===== config.mk =====
export PLATFORM = sky130hd
export DESIGN_NAME = gpio_in_ctrl
export DESIGN_NICKNAME = d
export VERILOG_FILES = /design/src/rtl/gpio_in_ctrl.sv
export SDC_FILE = /design/constraint.sdc
export NUM_CORES = 1
export LEC_CHECK = 0
export BUFFER_PORTS_ARGS = -buffer_cell sky130_fd_sc_hd__buf_2
export CAP_MARGIN = 20
export CORE_UTILIZATION = 34
export DETAILED_ROUTE_END_ITERATION = 10
export GPL_TIMING_DRIVEN = 0
export PLACE_DENSITY_LB_ADDON = 0.05
export SYNTH_ARGS = -nofsm -noshare
export SYNTH_HDL_FRONTEND = slang
export SYNTH_SLANG_ARGS = --single-unit

===== constraint.sdc =====
create_clock -name clk -period 2.36 [get_ports clk]
set_input_delay 0.472 -clock clk [delete_from_list [all_inputs] [get_ports clk]]
set_output_delay 0.472 -clock clk [all_outputs]
set_load 0.01 [all_outputs]

===== src/rtl/gpio_in_ctrl.sv =====
// gpio_in_ctrl
// Memory-mapped GPIO input block. Each pin is synchronised and then
// debounced. Qualified rising and falling edges of the debounced value set
// sticky status flags. LSU-style word accesses reach a four-register window.
// The block raises a level interrupt while any status flag is set.
//
// Register window (byte offset from BASE_ADDR):
//   +0x0 DATA    read-only, debounced pin levels
//   +0x4 STATUS  sticky edge flags, write-1-to-clear
//   +0x8 RISE_EN rising-edge capture mask
//   +0xC FALL_EN falling-edge capture mask
//
// Ports:
//   clk        rising-edge clock
//   reset      synchronous, active-high reset
//   addr_in    byte address from the LSU
//   data_in    write data
//   WE_in      write strobe
//   dtypes_in  access type (3'b010 = full word)
//   gpio_in    asynchronous external pins
//   data_out   registered read data for the addressed register
//   irq_out    OR of all status flags
module gpio_in_ctrl #(
  parameter int DATA_WIDTH      = 32,
  parameter int WIDTH           = 32,
  parameter int ADDRESS_SPACE   = 4096,
  parameter int BASE_ADDR       = 12'hEF8,
  parameter int DEBOUNCE_CYCLES = 4
) (
  input  logic                             clk,
  input  logic                             reset,
  input  logic [$clog2(ADDRESS_SPACE)-1:0] addr_in,
  input  logic [DATA_WIDTH-1:0]            data_in,
  input  logic                             WE_in,
  input  logic [2:0]                       dtypes_in,
  input  logic [WIDTH-1:0]                 gpio_in,
  output logic [DATA_WIDTH-1:0]            data_out,
  output logic                             irq_out
);

  localparam int AW = $clog2(ADDRESS_SPACE);
  localparam int CW = $clog2(DEBOUNCE_CYCLES + 1);

  localparam logic [AW-1:0] ADDR_DATA   = AW'(BASE_ADDR);
  localparam logic [AW-1:0] ADDR_STATUS = AW'(BASE_ADDR + 4);
  localparam logic [AW-1:0] ADDR_RISE   = AW'(BASE_ADDR + 8);
  localparam logic [AW-1:0] ADDR_FALL   = AW'(BASE_ADDR + 12);

  localparam logic [CW-1:0] CNT_LAST = CW'(DEBOUNCE_CYCLES - 1);
  localparam logic [2:0]    DT_WORD  = 3'b010;

  logic [WIDTH-1:0] sync1;
  logic [WIDTH-1:0] sync2;
  logic [WIDTH-1:0] stable;
  logic [WIDTH-1:0] status;
  logic [WIDTH-1:0] rise_en;
  logic [WIDTH-1:0] fall_en;
  logic [CW-1:0]    cnt [WIDTH];

  logic [WIDTH-1:0]      accept;
  logic [WIDTH-1:0]      set_evt;
  logic [WIDTH-1:0]      clr_mask;
  logic                  word_wr;
  logic [DATA_WIDTH-1:0] rd_data;

  // A pin is accepted on the cycle where it has already disagreed with
  // 'stable' for DEBOUNCE_CYCLES-1 counted cycles and still disagrees.
  always_comb begin
    accept = '0;
    for (int i = 0; i < WIDTH; i++) begin
      accept[i] = (sync2[i] != stable[i]) && (cnt[i] == CNT_LAST);
    end
  end

  // The accepted new value equals sync2, so sync2 gives the edge direction.
  assign set_evt  = accept & ((sync2 & rise_en) | (~sync2 & fall_en));
  assign word_wr  = WE_in && (dtypes_in == DT_WORD);
  assign clr_mask = (word_wr && (addr_in == ADDR_STATUS)) ? data_in[WIDTH-1:0] : '0;

  always_ff @(posedge clk) begin
    if (reset) begin
      sync1  <= '0;
      sync2  <= '0;
      stable <= '0;
      for (int i = 0; i < WIDTH; i++) begin
        cnt[i] <= '0;
      end
    end else begin
      sync1  <= gpio_in;
      sync2  <= sync1;
      stable <= stable ^ accept;
      for (int i = 0; i < WIDTH; i++) begin
        if ((sync2[i] != stable[i]) && (cnt[i] != CNT_LAST)) begin
          cnt[i] <= cnt[i] + 1'b1;
        end else begin
          cnt[i] <= '0;
        end
      end
    end
  end

  // New edge events are ORed in after the clear, so a same-cycle set wins.
  always_ff @(posedge clk) begin
    if (reset) begin
      status  <= '0;
      rise_en <= '0;
      fall_en <= '0;
    end else begin
      status <= (status & ~clr_mask) | set_evt;
      if (word_wr && (addr_in == ADDR_RISE)) begin
        rise_en <= data_in[WIDTH-1:0];
      end
      if (word_wr && (addr_in == ADDR_FALL)) begin
        fall_en <= data_in[WIDTH-1:0];
      end
    end
  end

  always_comb begin
    rd_data = '0;
    case (addr_in)
      ADDR_DATA:   rd_data = DATA_WIDTH'(stable);
      ADDR_STATUS: rd_data = DATA_WIDTH'(status);
      ADDR_RISE:   rd_data = DATA_WIDTH'(rise_en);
      ADDR_FALL:   rd_data = DATA_WIDTH'(fall_en);
      default:     rd_data = '0;
    endcase
  end

  always_ff @(posedge clk) begin
    if (reset) begin
      data_out <= '0;
    end else begin
      data_out <= rd_data;
    end
  end

  assign irq_out = |status;

endmodule


==> results of run 1 <==
critical path: cells and delay by family, from the launching register on:
family	cells	cell delay, ns
AND/OR/NAND/NOR	3	0.91
buffers and inverters	1	0.12
flip-flops	1	0.35
cell families after synthesis:
logic type                 Yosys count  synth area share [%]
and+or+nand+nor                    537                  22.3
DFF                                320                  50.9
muxes                              160                  11.6
buffers and inverters              139                  3.81
adders and majority gates           64                  5.53
AOI/OAI and AO/OA                   64                  3.87
xor gates and xnor gates            32                  1.94
other                                1                0.0259
sequential cells by signal (all words and copies together), names as in the netlist, named ones only:
signal,count
cnt,96
data_out,32
fall_en,32
rise_en,32
status,32
sync1,32
sync2,32
layout make-up:
cell class / instances / share of cell area [%]
sequential: 320 / 42.3
multi-input combinational: 953 / 40.0
clock buffer: 53 / 6.49
tap: 539 / 3.86
timing repair buffer: 114 / 3.32
buffer: 75 / 1.83
inverter: 64 / 1.38
clock inverter: 16 / 0.789
antenna: 1 / 0.0143
report_power, final:
part | total [mW] | internal (mW) | switching, mW
clock network | 5.93 | 3.58 | 2.35
logic | 0.599 | 0.235 | 0.363
registers | 5.86 | 5.79 | 0.0654
layout by cell type, fill, tap and decap left out, types with 65 or more instances in the layout:
cell / Yosys / layout
dfxtp_1: 224 / 217
nor2_1: 160 / 160
buf_2: 15 / 127
nand2b_1: 97 / 97
mux2i_1: 96 / 96
edfxtp_1: 96 / 96
conb_1: 1 / 96
nand4_1: 67 / 67
and4b_1: 65 / 65
worst min path at each step:
stage / end / slack [ns] / start
detailed placement: sync2[1] / 0.42 / sync1[1]
global route: sync1[15] / 0.12 / gpio_in[15]
floorplan: sync2[0] / 0.41 / sync1[0]
CTS: sync1[14] / 0.10 / gpio_in[14]
finish: sync1[15] / 0.13 / gpio_in[15]
global placement: sync2[19] / 0.43 / sync1[19]
per-layer routing:
layer  track usage (%)  part of all wire (%)  vias up
li1                  -                     -     5165
met1              24.1                    48     4748
met2              28.5                    44      215
met3              3.89                   5.3       60
met4              6.46                   2.8        0
met5                 0                     0        -
what timing repair did:
action | in CTS | in global routing
gates resized for setup | 21 | 3
hold buffers | 0 | 0
pin swaps | 6 | 1
setup buffers | 1 | 0
endpoints found under the setup margin | 1 | 15
==> summary by stage, run 1 <==
Die
In this run the core area contains 75 standard-cell rows. The area of the die is about 0.043 mm2. The initial standard-cell utilization of the core is around 34%. The number of I/O pins is between 100 and 150. The chip height is 208 um. The core footprint is 0.0419 mm2. The die is around 210 um wide.

Timing
On the final layout, the worst hold slack is between 0.1 and 0.15 ns. The worst setup skew after layout is approximately 0.02 ns. At the pin with the least slew margin, the transition time is ~0.9 ns. The number of hold-slack violations in the final timing report was 0. The post-layout minimum cycle time is about 2.4 ns.

Setup repair after global routing could not meet its margin everywhere. The final critical-path setup slack is -0.0423 ns. Headroom to the max-slew limit came out at between 40 and 50%.

The number of pins with negative max-slew slack in the final report is 0. After layout, the worst path uses 102% of the clock period. The total negative slack for setup checks is -0.0423 ns. Setup violations remaining at the end of the flow were counted as 1. For this run, the top clock speed supported by timing is 416 MHz.

Place
The placed instances occupy a cell area of between 0.015 and 0.02 mm2. The cell count after placement is a little over 2000. Timing analysis after detailed placement gives a worst setup slack of -0.636 ns. The final weighted congestion in routability-driven placement is between 0.7 and 0.8.

Detailed placement ended at an HPWL of 28300 um. The total of buffers placed on input and output ports is approximately 110.

Run status
The run finished, with violations left. The final reports fail on negative setup slack.

Finish
For this run, the share of the core covered by cells in the final layout is about two fifths. The relative area change from synthesis to final layout is 20.6%. Registers take roughly 0.0074 mm2. The share of final-layout standard cells stronger than drive strength 1 is between 10% and 20%. The final non-filler cell area is around 0.017 mm2. For this run, the post-layout net count is around 1700.

The area occupied by multi-input gates is approximately 0.007 mm2. After filler insertion, the fill cell instance count of the layout stands at 4104. The final standard cell count with taps included and fillers excluded is approximately 2100.

Critical path
The reg2reg setup slack is just over 0.8 ns. The stage delay of the slowest cell on the critical path is roughly 0.35 ns. Walking the worst path, the cells encountered are nor4_4 > nand4_1 > or2_4 > buf_6. The cell with the biggest individual delay on the critical path is dfxtp_4. The cell depth of the worst flop-to-flop path is 4.

In this run the critical register-to-register path is launched from cnt[0][42]. The timing startpoint of the critical path is status[8]. The capturing instance or port of the critical path is irq_out. At the worst endpoint, the required time is between 1.5 and 2 ns. The worst setup path category is reg -> out. STA classifies the critical path startpoint as a flip-flop. The category of the worst setup path capture point is a primary output. The endpoint arrival time on the critical path is roughly 1.9 ns.

The critical register-to-register path endpoint is cnt[0][43]. Of all nets on the critical path, the largest fanout is 2.

Synth
The most numerous cell in the Yosys netlist is dfxtp_1. The cell area that synthesis handed to floorplanning was approximately 0.014 mm2. The fraction of registers with async set or reset after synthesis is 0%. By area the synthesized netlist is led by dfxtp_1 31%, edfxtp_1 20%, mux2i_1 6.6%, ha_1 5.5%, mux2_2 5.0%. The cell accounting for the most synthesized area is dfxtp_1. After synthesis the netlist holds a flip-flop and latch count of between 300 and 400. After synthesis, the largest area contributor takes up 31.0% of total cell area. The synthesized instance count is 1317. Among all flip-flop cells after synthesis, the most frequent one is dfxtp_1.

The sequential fraction of the synthesis area is a little over 50%. Sorting the synthesized cells by how often they occur yields 224 x dfxtp_1, 160 x nor2_1, 97 x nand2b_1. The number of warnings printed during yosys synthesis is 0.

The synthesized design contains 96 enable-type register cells. The synthesized netlist contains 29 unique library cells. The mean instance size in the synthesized netlist is about 11 um2.

Power
In this run the static leakage power is slightly above 7 nW. The total power divided by cell area is just over 700 mW/mm2. The design draws approximately 12 mW. The maximum vdd drop is around 360 uV.

Global routing
The via count of the first global-routing pass is 10000. Global routing used between 10% and 20% of the available tracks. The global-route wire length before repair is between 50000 and 60000 um. Summed over all layers, the global routing overflow is 0.

The number of antenna violations at the first check in global routing is 2. Entering global routing, the biggest net connects 14 pins.

Worst hold path
In this run the worst hold path is classified as in -> reg. The hold-critical path depth is 2.

Route
After detailed routing, the number of remaining DRC violations is 0. In this run the remaining antenna-violating nets after routing total 0. The routed via count is ~10000. The first routing iteration left between 500 and 600 violations. For this run, the detailed router's first-pass iteration total came to 5. The total length of routed wires is between 30000 and 40000 um. In the final routed layout, each cell accounts on average for ~18 um. The vias per cell is 4.77.

Clock network
The later pin in the worst-skew pair is clocked with a latency of around 0.55 ns. The clock tree buffer depth is 3. The tree is rooted in a clkbuf_16. The clock-pin slew on the worst setup and hold paths is approximately 0.060 ns. The number of levels in the clock H-tree is 2. The count of clock tree sinks is 320. Clock tree synthesis inserted a total of 38 buffers. TritonCTS built the clock tree.

Job
Max-cap violations in this run came to 0.
Note: power is estimated with default switching activity, not from simulation.
==> inputs of run 2 (changes only) <==
--- a/constraint.sdc
+++ b/constraint.sdc
@@ -3,2 +3,2 @@
 set_output_delay 0.472 -clock clk [all_outputs]
-set_load 0.01 [all_outputs]
+set_load 0.05 [all_outputs]
==> summary by stage, run 2 (synthesis gave the netlist of run 1 again) <==
Run status
The run finished, with violations left. The checks that failed: negative setup slack.

Die
The die is 208 um wide. The die covers around 0.043 mm2. The floorplan has between 70 and 80 rows. The number of I/O pins is around 120. For this configuration, the core starts out at a cell density of around a third.

In this run the standard cell core region covers 0.0419 mm2. From bottom edge to top edge, the die measures 208 um.

Clock network
The clock tree from TritonCTS is built. The clock-pin slew on the worst setup and hold paths is around 0.06 ns. The clock net in this run drives a total of 320 sinks. The number of hold-repair buffers added at the cts stage is 0. In this run the number of H-tree levels came out at 2. For the worst-skew pair, the clock arrives at the later sink with an insertion delay of about 0.55 ns.

The number of buffers inserted to repair setup after CTS is 0. The clock tree buffer depth is 3. The root buffer selected by CTS is clkbuf_16. Clock tree synthesis inserted a total of 38 buffers.

Timing
For this run, the top clock speed supported by timing is 408 MHz. Across all setup checks in the final design, the least slack found is -0.0925 ns. The number of pins with negative max-slew slack in the final report is 0. Headroom to the max-slew limit came out at between 30 and 40%. At the pin with the least slew margin, the transition time is between 0.9 and 1 ns. The worst setup skew after layout is 0.0187 ns.

Setup violations remaining at the end of the flow were counted as 1. The portion of the clock cycle consumed by the worst path in the final layout is 104%. The routed design could run at a clock period as short as 2.45 ns.

The number of hold-slack violations in the final timing report is 0. Setup repair after global routing could not meet its margin everywhere.

Finish
The share of final-layout standard cells stronger than drive strength 1 is about 17%. The register with the most flip-flops in the layout has 96 of them. The final standard cell count with taps included and fillers excluded is 2134. More flip-flops sit in one register than any other, and that register is cnt. The total of fill cells in the finished design is slightly above 4000. The most common library cell in the layout ignoring fill and taps is dfxtp_1.

For this run, the post-layout net count is between 1500 and 2000. The relative area change from synthesis to final layout is 20.6%. For this run, the share of the core covered by cells in the final layout is 41.6%.

In the layout the commonest cells are 217 x dfxtp_1, 160 x nor2_1, 127 x buf_2.

Route
In the routed layout, each cell is associated on average with a via count of roughly 4.8. The final antenna-violating net count is 0. The routed via count is 10200. The pre-antenna-repair detailed-routing pass consisted of 5 iterations. The per-cell routed wire length is 18.1 um. For this run, design rule violations remaining after detail routing come to 0. The total length of routed wires is just under 40000 um. The initial DRC count is about 630.

Place
The cell count after placement is between 2000 and 2500. The congestion estimate from routability-driven global placement came to approximately 0.77. Port buffering added approximately 110 buffers. The half-perimeter wire length after detailed placement is approximately 28000 um. Timing analysis after detailed placement gives a worst setup slack of -0.636 ns.

Critical path
The worst setup path is launched from a flip-flop. The origin of the critical flop-to-flop path is cnt[0][42]. The worst register-to-register path has a depth of 4.

The category of the worst setup path capture point is a primary output. The endpoint arrival time on the critical path is 1.98 ns. The worst setup path category is reg -> out. Data on the critical path is required at its endpoint by between 1.5 and 2 ns. Of all nets on the critical path, the largest fanout is 3.

The most critical setup path has its startpoint at status[8].

Power
Summed over all cells, the static leakage comes to just over 7 nW. The total power divided by cell area is 710 mW/mm2. The maximum vdd drop is 361 uV.

Worst hold path
The hold-critical path depth is 2. The start point of the worst min-delay path is gpio_in[15]. The path class of the tightest hold or removal check is in -> reg.

Global routing
The number of antenna violations at the first check in global routing is 2. The via count of the first global-routing pass was around 10000. The first global-routing pass estimated a little under 60000 um of wire. The overall overflow remaining after global route is 0. The total routing usage reported by global routing is roughly 18%. The pin count of the biggest net entering global routing is 14.

Job
Across the run, the number of max-cap violations was 0.
[run 2: cell count changes in the layout (fill, tap and decap cells not counted)]
cell     previous run  this run
buf_4               4         3
dfxtp_2             6         7
dfxtp_4             1         0
[run 2: what timing repair did]
item / CTS / global route
pin swaps: 6 / 1
resized for setup: 21 / 3
endpoints found under the setup margin: 1 / 15
[run 2: metal layers]
metal  track usage (%)  vias to the layer above  wire length, um  part of all wire [%]
met1              24.1                     4772            18300                    48
met3              3.89                       64             2030                   5.3
met5                 0                        -                0                     0
met2              28.4                      209            17100                    44
li1                  -                     5166                -                     -
met4              6.46                        0             1100                   2.9
[run 2: per-stage QoR]
step	hold WS (ns)	cell area, um2	TNS [ns]	total power [mW]
6_report	0.129	17400	-0.0925	12.4
5_1_grt	0.123	17400	-0.0860	12.9
4_1_cts	0.102	17400	-0.0591	12.6
3_5_place_dp	0.423	16100	-37.04	6.59
3_3_place_gp	0.425	16100	-34.20	6.58
2_1_floorplan	0.414	14800	0	6.32
[run 2: critical path, cell delays in order (launching register included)]
cell and delay, ns:
dfxtp_2 0.34, nor4_4 0.34, nand4_1 0.27, or2_4 0.33
buf_6 0.16
[run 2: where the power goes]
part	internal, mW	switching, mW
Sequential	5.79	0.0656
Combinational	0.235	0.363
Clock	3.58	2.35
[run 2: final timing paths]
path	slack (ns)	endpoint
hold reg to reg	0.44	sync2[16]
hold / removal	0.13	sync1[15]
setup reg to reg	0.82	cnt[0][43]
setup / recovery	-0.09	irq_out
[run 2: area by class of cell]
cell class	count	area, um2	area share (%)
well taps	539	674	3.87
repair buffers	113	572	3.28
clock buffers	53	1130	6.49
plain buffers	75	319	1.83
clock inverters	16	138	0.789
multi-input cells	953	6990	40.1
inverters	64	240	1.38
flip-flops and latches	320	7380	42.3
diodes	1	2.50	0.0143
==> inputs of run 3 (changes only) <==
Settings changed: REMOVE_ABC_BUFFERS set to 1.
==> summary by stage, run 3 (synthesis gave the netlist of run 1 again) <==
Critical path
Along the worst path, the maximum fanout reaches 3. The reg2reg setup slack is between 0.8 and 0.9 ns. The critical path is of the reg -> out type.

At the worst endpoint, the arrival time is approximately 1.9 ns. Measured in cells, the most critical reg-to-reg path has a length of 4. The category of the worst setup path capture point is a primary output. The required time of the worst setup path is 1.89 ns. In this run the critical register-to-register path is captured at cnt[1][22]. The origin of the critical flop-to-flop path is cnt[1][21]. The critical path launch point type is a flip-flop.

Die
The die is between 200 and 250 um wide. For this configuration, the core starts out at a cell density of between 30% and 40%. The area of the die is 0.0434 mm2. Row generation in the floorplan step produced 75 rows. The number of I/O pins is ~120. The core footprint is 0.0419 mm2. The floorplan step set the die height to between 200 and 250 um.

Finish
Cells fill about two fifths of the core in the end. The library cell used most frequently in the layout, excluding fill and tap cells, is dfxtp_1. In the final layout, the share of cells above drive strength 1 is between 10% and 20%. The sequential cell area is 0.00737 mm2.

The area occupied by multi-input gates is 0.00702 mm2. Counting flops per register, the top entry is cnt. Relative to the synthesized area, the layout overhead comes to 20.8%.

The total of fill cells in the finished design is between 4000 and 5000. The number of antenna diodes in the final layout is 0. The final non-filler cell area is 0.0175 mm2.

At the end of the flow, the number of nets in the layout was 1661. The flip-flop count of the largest register after layout is between 90 and 100. Leaving out fill and tap cells, the most frequent cells in the layout are 221 x dfxtp_1, 160 x nor2_1, 111 x buf_2.

Clock network
The clock tree from TritonCTS is built. The clock insertion delay at the later pin of the skew report is between 0.5 and 0.6 ns. The clock tree buffer depth is 3. Clock-pin slew was measured on the worst setup and hold paths at around 0.060 ns. The number of clock buffers added by TritonCTS is 37.

The number of hold-repair buffers added at the cts stage is 0. In this run the clock root is driven by a clkbuf_16. The number of levels in the clock H-tree is 2. For this design, the sink count on the clock tree is between 300 and 400.

Place
After detailed placement, the total cell area comes to roughly 0.016 mm2. The total of buffers placed on input and output ports is around 110. Once detailed placement completed, the half-perimeter wirelength came to 22000 um. The pre-CTS worst setup slack is -0.790 ns. The congestion estimate from routability-driven global placement came to between 0.7 and 0.8.

Worst hold path
For hold timing, the worst endpoint is sync1[31]. The start point of the worst min-delay path is gpio_in[31]. In this run the worst hold path is classified as in -> reg. The hold-critical path depth is 2.

Timing
The normalized max-slew margin is between 30% and 40%. Setup repair after global routing could not meet its margin everywhere. The number of hold-slack violations in the final timing report came to 0.

The number of pins with negative max-slew slack in the final report was 0. At the pin with the least slew margin, the transition time is between 0.9 and 1 ns. The number of endpoints failing setup at the final stage is 0. Setup slack closes at between 0.015 and 0.02 ns. The final critical path takes up between 90 and 100% of the cycle.

The post-layout minimum cycle time is 2.34 ns. The worst setup skew after layout is around 0.016 ns. Timing would allow up to between 400 and 500 MHz.

Run status
The flow ran to the end, and the final reports show no timing, DRC or antenna violations.

Power
The internal power of the cells is 9.50 mW. The clock network power share is between 40% and 50%. The switching power share of the total is 22.0%.

The combinational cell fraction of total power is 4.7%. The share of total power in sequential cells is between 40% and 50%. In this run the power spent charging and discharging nets is 2.69 mW. The analysis attributes to cell leakage a power of about 7.2 nW. The total power divided by cell area is 698 mW/mm2. VDD sags by at most 383 uV.

Global routing
The pin count of the biggest net entering global routing is approximately 160. The first global-routing pass estimated about 54000 um of wire. For this run, the total global-route usage over all layers was measured as about 16%. The via count of the first global-routing pass is about 9600. The number of antenna violations at the first check in global routing is 0. For this run the aggregate overflow at the end of global routing stands at 0.

Route
The final antenna-violating net count is 0. After the first detailed-routing iteration, the DRC count stood at around 420. The vias per cell is between 4 and 5. Summing over every cut layer, the via total after detailed routing is 10000. The total length of routed wires is approximately 34000 um.

For this run, the detailed router's first-pass iteration total came to 6. After detailed routing, the number of remaining DRC violations is 0. After detailed routing, the average wire length per cell comes to 16.5 um.

Job
The tool flagged a number of max-cap violations equal to 0.
run 3: cell types whose count changed in the layout (fill, tap and decap cells not counted), moves of 3 or more:
cell,previous run,this run
clkbuf_1,58,8
buf_2,127,111
clkbuf_8,4,12
buf_4,3,10
buf_6,1,7
buf_1,4,0
buf_12,0,4
buf_8,0,4
dfxtp_1,217,221
dfxtp_2,7,3
and4_1,4,1
buf_16,0,3
clkinv_2,7,4
run 3: how the worst max path moves through the flow:
| stage | startpoint | depth (start not counted) | slack, ns | endpoint |
|---|---|---|---|---|
| after CTS | status[12] | 4 | -0.03 | irq_out |
| final | status[12] | 4 | 0.02 | irq_out |
| after floorplan | addr_in[7] | 3 | -1.21 | fall_en[0] |
| after global placement | addr_in[7] | 4 | -4.08 | fall_en[23] |
| after global routing | status[11] | 4 | -0.07 | irq_out |
| after detailed placement | addr_in[1] | 5 | -0.79 | data_out[25] |
run 3: cell type report:
| class | count | share of cell area [%] |
|---|---|---|
| clock inverter | 8 | 0.251 |
| multi-input combinational | 953 | 40.2 |
| timing repair buffer | 139 | 5.33 |
| clock buffer | 60 | 6.84 |
| inverter | 64 | 1.37 |
| sequential | 320 | 42.2 |
| tap | 539 | 3.86 |
run 3: stage by stage:
stage | hold WS (ns) | TNS, ns | total power, mW | std cells
floorplan | 0.414 | -86.00 | 6.25 | 1337
global placement | 0.418 | -784.38 | 6.52 | 1990
detailed placement | 0.422 | -70.16 | 6.54 | 2006
CTS | 0.0971 | -0.0345 | 12.4 | 2083
global route | 0.119 | -0.0746 | 12.7 | 2083
finish | 0.133 | 0 | 12.2 | 2083
run 3: power by group through the flow:
stage / sequential (mW) / combinational [mW] / clock, mW
floorplan: 5.95 / 0.295 / 0
global placement: 5.97 / 0.551 / 0
detailed placement: 5.97 / 0.568 / 0
CTS: 5.85 / 0.578 / 6.01
global route: 5.87 / 0.649 / 6.21
finish: 5.85 / 0.572 / 5.76
run 3: routing by layer:
layer / routed length (um) / vias to the layer above / track usage, %
met2: 15500 / 160 / 25.4
met4: 929 / 0 / 6.44
met5: 0 / - / 0
li1: - / 5053 / -
met3: 1300 / 62 / 2.64
met1: 16700 / 4758 / 21.6
run 3: critical path, stage by stage (launching register included):
cell,delay (ns)
dfxtp_1,0.34
nor4_4,0.38
nand4_1,0.16
or2_4,0.28
buf_6,0.16
run 3: what timing repair did:
item	CTS	global route
setup buffers	9	0
endpoints found under the setup margin	68	1
pin swaps	8	3
gates cloned	0	0
resized for setup	19	1
